**src/rtl/redun_mont_pkg.sv**
```systemverilog
// Shared types for the redundant Montgomery squaring datapath and its iteration sequencer.
package redun_mont_pkg;

  localparam int NUM_WRDS   = 8;
  localparam int WRD_BITS   = 17;
  localparam int SEQ_ITER_W = 64;

  // Carry-save style operand: each word keeps spare bits above the radix.
  typedef logic [NUM_WRDS-1:0][WRD_BITS-1:0] redun0_t;

  typedef enum logic [2:0] {
    IDLE,
    ISSUE,
    WAIT,
    DONE,
    ERR
  } seq_state_t;

endpackage

```
**src/rtl/redun_sq_seq_wdog.sv**
```systemverilog
// Datapath-result watchdog: loadable down-counter that flags a timeout on its last enabled cycle.
module redun_sq_seq_wdog #(
  parameter int TIMEOUT_CYC = 1023
) (
  input  logic i_clk,
  input  logic i_rst_n,
  input  logic i_clr,
  input  logic i_load,
  input  logic i_en,
  output logic o_timeout
);

  localparam int CW = $clog2(TIMEOUT_CYC + 1);
  localparam logic [CW-1:0] LOAD_VAL = CW'(TIMEOUT_CYC);

  logic [CW-1:0] cnt_q;

  always_ff @(posedge i_clk or negedge i_rst_n) begin
    if (!i_rst_n) begin
      cnt_q <= '0;
    end else if (i_clr) begin
      cnt_q <= '0;
    end else if (i_load) begin
      cnt_q <= LOAD_VAL;
    end else if (i_en && (cnt_q != '0)) begin
      cnt_q <= cnt_q - CW'(1);
    end
  end

  // cnt_q==1 marks the TIMEOUT_CYC-th enabled cycle after the load.
  assign o_timeout = i_en && !i_clr && !i_load && (cnt_q == CW'(1));

endmodule

```
**src/rtl/redun_sq_seq.sv**
```systemverilog
// Iteration sequencer feeding redun_mont one squaring at a time for VDF evaluation.
// Optional periodic checkpoint outputs are enabled by defining REDUN_SQ_SEQ_CHKPT_EN.
module redun_sq_seq
  import redun_mont_pkg::*;
#(
  parameter int ITER_W      = SEQ_ITER_W,
  parameter int TIMEOUT_CYC = 1023
`ifdef REDUN_SQ_SEQ_CHKPT_EN
  ,
  parameter int CHKPT_INTV  = 1024
`endif
) (
  input  logic              i_clk,
  input  logic              i_rst_n,
  input  logic              i_start,
  input  logic              i_abort,
  input  redun0_t           i_sq_in,
  input  logic [ITER_W-1:0] i_iter,
  output logic              o_ready,
  output logic              o_busy,
  output redun0_t           o_sq_out,
  output logic              o_valid,
  output logic              o_err,
  output logic [ITER_W-1:0] o_iter_cnt,
  output redun0_t           o_mul_sq,
  output logic              o_mul_val,
  input  redun0_t           i_mul_o,
  input  logic              i_mul_val
`ifdef REDUN_SQ_SEQ_CHKPT_EN
  ,
  output logic              o_chkpt_val,
  output redun0_t           o_chkpt_sq
`endif
);

  seq_state_t        state_q, state_nxt;
  redun0_t           opnd_q;
  logic [ITER_W-1:0] target_q;
  logic [ITER_W-1:0] cnt_inc;
  logic              start_ok;
  logic              wait_hit;
  logic              timeout;

  assign cnt_inc  = o_iter_cnt + ITER_W'(1);
  assign start_ok = o_ready && i_start && !i_abort;
  assign wait_hit = (state_q == WAIT) && i_mul_val && !i_abort;
  assign o_mul_sq = opnd_q;

  redun_sq_seq_wdog #(
    .TIMEOUT_CYC(TIMEOUT_CYC)
  ) u_wdog (
    .i_clk     (i_clk),
    .i_rst_n   (i_rst_n),
    .i_clr     (i_abort),
    .i_load    (state_q == ISSUE),
    .i_en      (state_q == WAIT),
    .o_timeout (timeout)
  );

  always_ff @(posedge i_clk or negedge i_rst_n) begin
    if (!i_rst_n) begin
      state_q <= IDLE;
    end else begin
      state_q <= state_nxt;
    end
  end

  // A returning result beats a watchdog expiry in the same cycle; abort beats everything.
  always_comb begin
    state_nxt = state_q;
    o_ready   = 1'b0;
    o_busy    = 1'b0;
    o_mul_val = 1'b0;
    unique case (state_q)
      IDLE, ERR: begin
        o_ready = 1'b1;
        if (i_start) state_nxt = (i_iter == '0) ? DONE : ISSUE;
      end
      ISSUE: begin
        o_busy    = 1'b1;
        o_mul_val = 1'b1;
        state_nxt = WAIT;
      end
      WAIT: begin
        o_busy = 1'b1;
        if (i_mul_val) state_nxt = (cnt_inc == target_q) ? DONE : ISSUE;
        else if (timeout) state_nxt = ERR;
      end
      DONE:    state_nxt = IDLE;
      default: state_nxt = IDLE;
    endcase
    if (i_abort) state_nxt = IDLE;
  end

  always_ff @(posedge i_clk or negedge i_rst_n) begin
    if (!i_rst_n) begin
      opnd_q     <= '0;
      target_q   <= '0;
      o_iter_cnt <= '0;
    end else if (start_ok) begin
      opnd_q     <= i_sq_in;
      target_q   <= i_iter;
      o_iter_cnt <= '0;
    end else if (wait_hit) begin
      opnd_q     <= i_mul_o;
      o_iter_cnt <= cnt_inc;
    end
  end

  always_ff @(posedge i_clk or negedge i_rst_n) begin
    if (!i_rst_n) begin
      o_sq_out <= '0;
      o_valid  <= 1'b0;
      o_err    <= 1'b0;
    end else begin
      o_valid <= 1'b0;
      if ((state_q == DONE) && !i_abort) begin
        o_sq_out <= opnd_q;
        o_valid  <= 1'b1;
      end
      if (start_ok || ((state_q == ERR) && i_abort)) begin
        o_err <= 1'b0;
      end else if ((state_q == WAIT) && !i_mul_val && timeout && !i_abort) begin
        o_err <= 1'b1;
      end
    end
  end

`ifdef REDUN_SQ_SEQ_CHKPT_EN
  localparam int PW = (CHKPT_INTV > 1) ? $clog2(CHKPT_INTV) : 1;

  logic [PW-1:0] phase_q;

  // phase_q tracks completions modulo CHKPT_INTV without a wide divider.
  always_ff @(posedge i_clk or negedge i_rst_n) begin
    if (!i_rst_n) begin
      phase_q     <= '0;
      o_chkpt_val <= 1'b0;
      o_chkpt_sq  <= '0;
    end else begin
      o_chkpt_val <= 1'b0;
      if (start_ok) begin
        phase_q <= '0;
      end else if (wait_hit) begin
        if (phase_q == PW'(CHKPT_INTV - 1)) begin
          phase_q <= '0;
          if (cnt_inc != target_q) begin
            o_chkpt_val <= 1'b1;
            o_chkpt_sq  <= i_mul_o;
          end
        end else begin
          phase_q <= phase_q + PW'(1);
        end
      end
    end
  end
`endif

endmodule
```
**config.mk**
```make
export PLATFORM = sky130hd
export DESIGN_NAME = redun_sq_seq
export DESIGN_NICKNAME = d
export VERILOG_FILES = /design/src/rtl/redun_mont_pkg.sv /design/src/rtl/redun_sq_seq_wdog.sv /design/src/rtl/redun_sq_seq.sv
export SDC_FILE = /design/constraint.sdc
export NUM_CORES = 1
export LEC_CHECK = 0
export ABC_AREA = 1
export BUFFER_PORTS_ARGS = -buffer_cell sky130_fd_sc_hd__clkbuf_2
export CAP_MARGIN = 20
export CORE_AREA = 2 2 265 267
export DETAILED_ROUTE_END_ITERATION = 12
export DIE_AREA = 0 0 267 269
export PLACE_DENSITY = 0.49
export SYNTH_ARGS = -nofsm -noshare
export SYNTH_HDL_FRONTEND = slang
export SYNTH_SLANG_ARGS = --single-unit
```
**constraint.sdc**
```tcl
create_clock -name i_clk -period 5.4 [get_ports i_clk]
set_input_delay 0.54 -clock i_clk [delete_from_list [all_inputs] [get_ports i_clk]]
set_output_delay 0.54 -clock i_clk [all_outputs]
set_load 0.005 [all_outputs]
```
==> impl_metrics.prom, run 1 <==
# TYPE chip_impl_metric gauge
chip_impl_metric{name="design.core.area",unit="mm2"} 0.0693
chip_impl_metric{name="cts_inserted_buffers",unit=""} 51
chip_impl_metric{name="worst-slew-pin-transition",unit="ps"} 1240
chip_impl_info{name="crit_slowest_cell",value="inv_8"} 1
chip_impl_metric{name="finalSetupViolations",unit=""} 0
chip_impl_info{name="layout_commonest_cell",value="nand2_1"} 1
chip_impl_info{name="rsz0062_at_grt",value="no"} 1
chip_impl_info{name="violations_in_the_final_reports",value="hold timing"} 1
chip_impl_metric{name="die_x",unit="um"} 267
chip_impl_metric{name="post_synth_mux_area_share",unit="%"} 0
chip_impl_metric{name="gate_count_of_the_mapped_netlist",unit=""} 2684
chip_impl_metric{name="cts.path.max_buffers",unit=""} 3
chip_impl_info{name="synth_top_family_by_area",value="simple AND/OR/NAND/NOR gates"} 1
chip_impl_info{name="synthFlopType",value="dfrtp_1"} 1
chip_impl_metric{name="drt_via_density",unit=""} 4.82
chip_impl_metric{name="reg2reg_slack",unit="ps"} 1970
chip_impl_info{name="worstPathCellList",value="nor3_1, nand2_1, nor2_2, buf_4, nor2_1, inv_8, buf_4, nor2_1, a31oi_1"} 1
chip_impl_metric{name="clkLatencyLatePin",unit="ps"} 600
chip_impl_metric{name="path_buf_inv",unit=""} 3
chip_impl_metric{name="unique_cell_type_count_in_the_yosys_netlist",unit=""} 39
chip_impl_metric{name="grt.met1_usage",unit="%"} 33.0
chip_impl_metric{name="iteration_count_of_the_initial_detailed_routing_pass",unit=""} 6
chip_impl_metric{name="crit_path_max_incr_delay",unit="ps"} 620
chip_impl_metric{name="final_antenna_net_count",unit=""} 0
chip_impl_info{name="mostFrequentLayoutCells",value="1139 x nand2_1, 680 x clkbuf_2, 415 x dfrtp_1"} 1
chip_impl_metric{name="slew_headroom",unit="%"} 17.6
chip_impl_metric{name="crit_path_max_fanout",unit=""} 184
chip_impl_metric{name="grt-ovfl-total",unit=""} 0
chip_impl_metric{name="placement.cell_area",unit="mm2"} 0.0247
chip_impl_metric{name="synth_simple_gate_area_share",unit="%"} 32.3
chip_impl_metric{name="adder_cell_fraction_of_synth_area",unit="%"} 0.184
chip_impl_info{name="global_route.peak_usage_layer",value="met2"} 1
chip_impl_metric{name="synth_xor_xnor_area_share",unit="%"} 2.56
chip_impl_metric{name="cts_max_level",unit=""} 2
chip_impl_metric{name="period_needed",unit="ps"} 3430
chip_impl_metric{name="slew_viol_final",unit=""} 0
chip_impl_info{name="timing_worst_setup_path_type",value="flip-flop to flip-flop"} 1
chip_impl_metric{name="synth.avg_cell_area",unit="um2"} 7.60
chip_impl_metric{name="tritoncts_num_sinks",unit=""} 415
chip_impl_metric{name="worstPathRequired",unit="ps"} 5910
chip_impl_info{name="min_path_type",value="input port to asynchronous set/reset pin"} 1
chip_impl_metric{name="fin_worst_skew",unit="ps"} 28.2
chip_impl_metric{name="layoutNonFillerInstCount",unit=""} 4302
chip_impl_metric{name="yosysWarningCount",unit=""} 0
chip_impl_info{name="rr_endpoint",value="o_mul_sq[133]$_DFFE_PN0P_"} 1
chip_impl_metric{name="stdcell_area",unit="mm2"} 0.0263
chip_impl_metric{name="total_power",unit="mW"} 10.2
chip_impl_metric{name="hold_slack",unit="ps"} -13.8
chip_impl_metric{name="dpl.cell_count",unit=""} 4206
chip_impl_metric{name="route.detailed.drc",unit=""} 0
chip_impl_metric{name="die-height",unit="um"} 269
chip_impl_metric{name="row_cnt",unit=""} 97
chip_impl_info{name="critical-path-top-delay-family",value="buffers and inverters"} 1
chip_impl_metric{name="synth_compound_area_share",unit="%"} 8.50
chip_impl_metric{name="place.port_buffers",unit=""} 681
chip_impl_metric{name="cts-resized-gates",unit=""} 0
chip_impl_metric{name="grt_pass1_vias",unit=""} 19900
chip_impl_metric{name="grt_first_pass_wirelength",unit="um"} 135000
chip_impl_metric{name="grt_use_total",unit="%"} 25.9
chip_impl_metric{name="multi_input_area",unit="mm2"} 0.00889
chip_impl_metric{name="synth-seq-cells",unit=""} 415
chip_impl_metric{name="dp_hpwl",unit="um"} 73300
chip_impl_info{name="root_buffer",value="clkbuf_16"} 1
chip_impl_metric{name="grt_use_met2",unit="%"} 40.2
chip_impl_metric{name="area.sequential",unit="mm2"} 0.0104
chip_impl_metric{name="finalHoldViolCount",unit=""} 5
chip_impl_metric{name="irDropWorstVdd",unit="mV"} 0.236
chip_impl_info{name="cts_tree",value="done"} 1
chip_impl_metric{name="ports",unit=""} 682
chip_impl_metric{name="final_nets",unit=""} 3663
chip_impl_metric{name="timing.critical_path.depth",unit=""} 9
chip_impl_metric{name="final_layout_size_suffix_gt1_share",unit="%"} 24.5
chip_impl_metric{name="filler_cell_count",unit=""} 7403
chip_impl_metric{name="postSynthNetCount",unit=""} 3028
chip_impl_info{name="worstReg2RegStart",value="state_q[2]$_DFFE_PN0P_"} 1
chip_impl_metric{name="powerDensity",unit="mW/mm2"} 388
chip_impl_metric{name="drt-total-wl",unit="um"} 96000
chip_impl_metric{name="fin_setup_tns",unit="ps"} 0
chip_impl_metric{name="gp_congestion",unit=""} 0.945
chip_impl_metric{name="static-leakage-power",unit="nW"} 13.3
chip_impl_metric{name="reg2regPathDepth",unit=""} 9
chip_impl_metric{name="cts.hold.buffers_added",unit=""} 0
chip_impl_metric{name="grt_antenna_before_repair",unit=""} 8
chip_impl_metric{name="detail_route.iter0.violations",unit=""} 1743
chip_impl_info{name="outcome",value="finished with violations"} 1
chip_impl_metric{name="maxClockFrequency",unit="GHz"} 0.292
chip_impl_info{name="setup.worst_path.end_class",value="flip-flop"} 1
chip_impl_metric{name="vias",unit=""} 20700
chip_impl_metric{name="synth_sequential_area_ratio",unit="%"} 50.9
chip_impl_info{name="crit_path_start_kind",value="flip-flop"} 1
chip_impl_metric{name="synth_enable_flop_cells",unit=""} 0
chip_impl_metric{name="syn-cell-area",unit="mm2"} 0.0204
chip_impl_metric{name="flow.area_growth_from_synthesis",unit="%"} 29.1
chip_impl_metric{name="use_met3",unit="%"} 9.75
chip_impl_metric{name="worst_setup_hold_path_clk_slew",unit="ps"} 60
chip_impl_metric{name="post-route-period-util",unit="%"} 63.5
chip_impl_metric{name="synth_async_sr_flop_share",unit="%"} 100
chip_impl_metric{name="grt_start_max_net_pins",unit=""} 185
chip_impl_metric{name="drt-wirelength-per-cell",unit="um"} 22.3
chip_impl_metric{name="maxCapViolations",unit=""} 0
chip_impl_metric{name="crit_arrival",unit="ps"} 3940
chip_impl_metric{name="die_area",unit="mm2"} 0.0718
chip_impl_metric{name="starting_density",unit="%"} 29.5
chip_impl_metric{name="cts_post_setup_buffers_inserted",unit=""} 0
==> where the power goes <==
part / internal (mW) / leakage, nW / switching, mW
registers: 3.80 / 5.20 / 0.621
logic: 0.927 / 7.34 / 1.42
clock network: 1.99 / 0.802 / 1.46
total: 6.72 / 13.3 / 3.49
==> worst register-to-register path, cell delays in order (launching register included) <==
cell,delay (ps)
dfrtp_1,420
nor3_1,330
nand2_1,140
nor2_2,100
buf_4,360
nor2_1,290
inv_8,620
buf_4,820
nor2_1,80
a31oi_1,160
==> cells by family after synthesis <==
family | count (synthesis)
XOR/XNOR | 39
adder cells (fa/ha/maj) | 3
buffers and inverters | 285
AND/OR/NAND/NOR | 1643
AO/OA/AOI/OAI | 299
flip-flops | 415
==> metal layers <==
layer  wire length, um  vias to the layer above
li1                  -                     9885
met1             40000                     9902
met2             42600                      773
met3             10000                      155
met4              3430                        6
met5                41                        -
==> cell usage after synthesis (10+ instances only) <==
| library cell | count | area [um2] |
|---|---|---|
| nand2_1 | 1139 | 4280 |
| dfrtp_1 | 415 | 10400 |
| nor2_1 | 301 | 1130 |
| inv_1 | 161 | 604 |
| a31oi_1 | 136 | 851 |
| nand3_1 | 129 | 646 |
| o21ai_0 | 98 | 490 |
| clkbuf_1 | 73 | 274 |
| o22ai_1 | 41 | 257 |
| buf_2 | 31 | 155 |
| xor2_1 | 24 | 210 |
| nand2_2 | 12 | 75.1 |
| nor4_1 | 12 | 75.1 |
| o21ai_1 | 12 | 60.1 |
| nand4_1 | 11 | 68.8 |
| xnor3_1 | 11 | 248 |
| buf_4 | 10 | 75.1 |
| nor2_2 | 10 | 62.6 |
==> worst max path at each step <==
stage                                          from                    endpoint  slack [ps]
after floorplan           o_iter_cnt[0]$_DFFE_PN0P_      state_q[1]$_DFFE_PN0P_        3220
after global placement       state_q[2]$_DFFE_PN0P_  o_iter_cnt[33]$_DFFE_PN0P_        2100
after detailed placement     state_q[2]$_DFFE_PN0P_  o_iter_cnt[39]$_DFFE_PN0P_        2020
after CTS                    state_q[2]$_DFFE_PN0P_  o_iter_cnt[41]$_DFFE_PN0P_        1980
after global routing         state_q[2]$_DFFE_PN0P_    o_mul_sq[70]$_DFFE_PN0P_        1640
final                        state_q[2]$_DFFE_PN0P_   o_mul_sq[133]$_DFFE_PN0P_        1970
==> sequential cells by signal, summed over array words and instances (netlist names) <==
signal	flops
o_mul_sq	136
o_sq_out	136
o_iter_cnt	64
target_q	64
u_wdog.cnt_q	10
state_q	3
o_err	1
o_valid	1
==> stage by stage <==
step           worst slack (ps)  hold slack (ps)  utilization, %
6_report                   1970            -13.8            38.0
5_1_grt                    1640             39.5            38.0
4_1_cts                    1980             27.7            38.0
3_5_place_dp               2020              457            35.6
3_3_place_gp               2100              454            35.6
2_1_floorplan              3220              244               -
==> final cells by class <==
class / count / area share, %
Antenna cell: 5 / 0.0475
Clock buffer: 72 / 5.45
Clock inverter: 19 / 0.736
Inverter: 169 / 2.47
Multi-Input combinational cell: 1984 / 33.8
Sequential cell: 415 / 39.4
Tap cell: 940 / 4.46
Timing Repair Buffer: 698 / 13.7
Note: power is estimated with default switching activity, not from simulation.
==> run 2: changes to the inputs <==
--- a/config.mk
+++ b/config.mk
@@ -11,7 +11,7 @@
 export CORE_AREA = 2 2 265 267
 export DETAILED_ROUTE_END_ITERATION = 12
 export DIE_AREA = 0 0 267 269
-export PLACE_DENSITY = 0.49
+export PLACE_DENSITY = 0.51
 export SYNTH_ARGS = -nofsm -noshare
 export SYNTH_HDL_FRONTEND = slang
 export SYNTH_SLANG_ARGS = --single-unit
==> constraint.sdc (replaced) <==
create_clock -name i_clk -period 2.9 [get_ports i_clk]
set_input_delay 0.29 -clock i_clk [delete_from_list [all_inputs] [get_ports i_clk]]
set_output_delay 0.29 -clock i_clk [all_outputs]
set_load 0.005 [all_outputs]
==> impl_metrics.prom, run 2 (synthesis results as in run 1) <==
# TYPE chip_impl_metric gauge
chip_impl_metric{name="power.switching_fraction",unit="%"} 32.9
chip_impl_metric{name="cts.path.max_buffers",unit=""} 3
chip_impl_metric{name="grt_start_max_net_pins",unit=""} 112
chip_impl_metric{name="gp_congestion",unit=""} 0.967
chip_impl_metric{name="crit_path_max_fanout",unit=""} 7
chip_impl_metric{name="cts_max_level",unit=""} 2
chip_impl_info{name="root_buffer",value="clkbuf_16"} 1
chip_impl_metric{name="grt_use_total",unit="%"} 26.2
chip_impl_metric{name="powerDensity",unit="mW/mm2"} 653
chip_impl_metric{name="worst-slew-pin-transition",unit="ps"} 915
chip_impl_metric{name="slew_viol_final",unit=""} 0
chip_impl_metric{name="area.sequential",unit="mm2"} 0.0104
chip_impl_metric{name="filler_cell_count",unit=""} 6885
chip_impl_info{name="timing_worst_setup_path_type",value="flip-flop to flip-flop"} 1
chip_impl_metric{name="grt-ovfl-total",unit=""} 0
chip_impl_metric{name="place.port_buffers",unit=""} 681
chip_impl_metric{name="die_x",unit="um"} 267
chip_impl_info{name="rsz0062_at_grt",value="no"} 1
chip_impl_metric{name="switching_power",unit="mW"} 6.57
chip_impl_metric{name="fin_setup_tns",unit="ps"} 0
chip_impl_metric{name="worstPathRequired",unit="ps"} 3430
chip_impl_metric{name="tritoncts_num_sinks",unit=""} 415
chip_impl_metric{name="finalHoldViolCount",unit=""} 0
chip_impl_metric{name="starting_density",unit="%"} 29.5
chip_impl_metric{name="stdcell_area",unit="mm2"} 0.0305
chip_impl_info{name="crit_path_start_kind",value="flip-flop"} 1
chip_impl_metric{name="drt_via_density",unit=""} 4.78
chip_impl_info{name="worstPathCellList",value="buf_4, nand3_1, nor2_1, nand3_1, nor2_1, buf_4, nand3_1, nand2_1, nand3_1, nand2_1, nand2_1, nor2_1, nand2_1, nor2_1, nand3_1, nand2_1, nand2_1, nand2_1"} 1
chip_impl_metric{name="final_nets",unit=""} 4050
chip_impl_metric{name="final_layout_size_suffix_gt1_share",unit="%"} 23.9
chip_impl_metric{name="irDropWorstVdd",unit="mV"} 0.401
chip_impl_metric{name="dp_hpwl",unit="um"} 72900
chip_impl_metric{name="design.core.area",unit="mm2"} 0.0693
chip_impl_metric{name="fin_worst_skew",unit="ps"} 25.0
chip_impl_metric{name="die-height",unit="um"} 269
chip_impl_metric{name="maxClockFrequency",unit="GHz"} 0.359
chip_impl_metric{name="detail_route.iter0.violations",unit=""} 1853
chip_impl_metric{name="placement.cell_area",unit="mm2"} 0.0253
chip_impl_metric{name="post-route-period-util",unit="%"} 96.1
chip_impl_metric{name="sequentialPowerShare",unit="%"} 41.1
chip_impl_info{name="cts_tree",value="done"} 1
chip_impl_metric{name="slew_headroom",unit="%"} 39.0
chip_impl_metric{name="flow.area_growth_from_synthesis",unit="%"} 49.6
chip_impl_metric{name="grt_pass1_vias",unit=""} 21600
chip_impl_metric{name="row_cnt",unit=""} 97
chip_impl_metric{name="power_frac_clock",unit="%"} 34.8
chip_impl_metric{name="clkLatencyLatePin",unit="ps"} 610
chip_impl_info{name="mostFrequentLayoutCells",value="1137 x nand2_1, 680 x clkbuf_2, 413 x dfrtp_1"} 1
chip_impl_metric{name="drt-wirelength-per-cell",unit="um"} 21.0
chip_impl_metric{name="route.detailed.drc",unit=""} 0
chip_impl_metric{name="p_comb_share",unit="%"} 24.1
chip_impl_info{name="path_common_cell",value="nand2_1"} 1
chip_impl_metric{name="crit_arrival",unit="ps"} 3320
chip_impl_metric{name="grt_antenna_before_repair",unit=""} 6
chip_impl_info{name="outcome",value="finished, final reports clean"} 1
chip_impl_metric{name="final_antenna_net_count",unit=""} 0
chip_impl_metric{name="grt_first_pass_wirelength",unit="um"} 140000
chip_impl_info{name="crit_slowest_cell",value="dfrtp_1"} 1
chip_impl_info{name="critical-path-top-delay-family",value="simple AND/OR/NAND/NOR gates"} 1
chip_impl_metric{name="iteration_count_of_the_initial_detailed_routing_pass",unit=""} 6
chip_impl_metric{name="path_buf_inv",unit=""} 2
chip_impl_metric{name="static-leakage-power",unit="nW"} 15.2
chip_impl_metric{name="multi_input_area",unit="mm2"} 0.00892
chip_impl_metric{name="worst_setup_hold_path_clk_slew",unit="ps"} 60
chip_impl_metric{name="drt-total-wl",unit="um"} 98800
chip_impl_metric{name="period_needed",unit="ps"} 2790
chip_impl_info{name="setup.worst_path.end_class",value="flip-flop"} 1
chip_impl_metric{name="vias",unit=""} 22400
chip_impl_metric{name="ports",unit=""} 682
chip_impl_metric{name="finalSetupViolations",unit=""} 0
chip_impl_info{name="min_path_type",value="input port to flip-flop"} 1
chip_impl_metric{name="maxCapViolations",unit=""} 0
chip_impl_metric{name="die_area",unit="mm2"} 0.0718
chip_impl_info{name="layout_commonest_cell",value="nand2_1"} 1
chip_impl_metric{name="cts_inserted_buffers",unit=""} 52
chip_impl_metric{name="intPower",unit="mW"} 13.4
chip_impl_metric{name="crit_path_max_incr_delay",unit="ps"} 350
run 2: cell type report:
type	instances	share of cell area [%]
inverter	169	2.14
clock buffer	70	4.92
clock inverter	28	1.03
tap	940	3.85
antenna	5	0.0410
sequential	415	34.0
multi-input combinational	1984	29.2
timing repair buffer	1084	24.8
run 2: final timing paths:
kind	start	end	slack, ps	cells after the start
min	i_iter[34]	target_q[34]$_DFFE_PN0P_	40	3
min in group asynchronous	i_rst_n	o_mul_sq[67]$_DFFE_PN0P_	320	2
max	o_iter_cnt[0]$_DFFE_PN0P_	state_q[1]$_DFFE_PN0P_	110	18
max in group asynchronous	i_rst_n	target_q[17]$_DFFE_PN0P_	1750	3
max reg2reg	o_iter_cnt[0]$_DFFE_PN0P_	state_q[1]$_DFFE_PN0P_	110	18
min reg2reg	o_sq_out[98]$_DFFE_PN0P_	o_sq_out[98]$_DFFE_PN0P_	470	2
run 2: metal layers:
| layer | GRT usage [%] | vias to the layer above | routed length [um] |
|---|---|---|---|
| met4 | 8.02 | 2 | 3050 |
| met2 | 39.8 | 894 | 43400 |
| li1 | - | 10700 | - |
| met5 | 0 | - | 13 |
| met3 | 9.32 | 168 | 9970 |
| met1 | 34.8 | 10700 | 42400 |
run 2: worst reg2reg max path, stage by stage, from the launching register on:
cell     delay, ps
dfrtp_1        350
buf_4          190
nand3_1        110
nor2_1         290
nand3_1        200
nor2_1         190
buf_4          160
nand3_1        130
nand2_1        120
nand3_1         90
nand2_1        100
nand2_1         60
nor2_1         110
nand2_1         60
nor2_1         190
nand3_1        180
nand2_1        100
nand2_1         50
nand2_1         50
run 2: repair_timing:
item                                   CTS  global route
setup buffers                            0             2
gates resized for setup                  0            15
endpoints found under the hold margin  272             0
hold buffers                           333             0
setup endpoints to repair                0             5
run 2: power by group through the flow:
stage	Clock (mW)	Sequential [mW]	Combinational, mW
2_1_floorplan	0	8.01	1.78
3_3_place_gp	0	8.24	4.36
3_5_place_dp	0	8.27	4.34
4_1_cts	7.09	8.18	4.77
5_1_grt	7.32	8.36	5.35
6_report	6.93	8.19	4.81
run 2: metrics by stage:
stage / util (%) / total power [mW] / setup slack [ps] / std cells / hold slack, ps
after global routing: 44.1 / 21.0 / 4.81 / 4692 / 42.3
after CTS: 43.9 / 20.0 / 21.2 / 4686 / 6.34
after detailed placement: 36.5 / 12.6 / 178 / 4255 / 429
after global placement: 36.5 / 12.6 / 152 / 4255 / 407
after floorplan: - / 9.80 / 720 / 2684 / -5.59
final: 44.1 / 19.9 / 112 / 4695 / 38.0
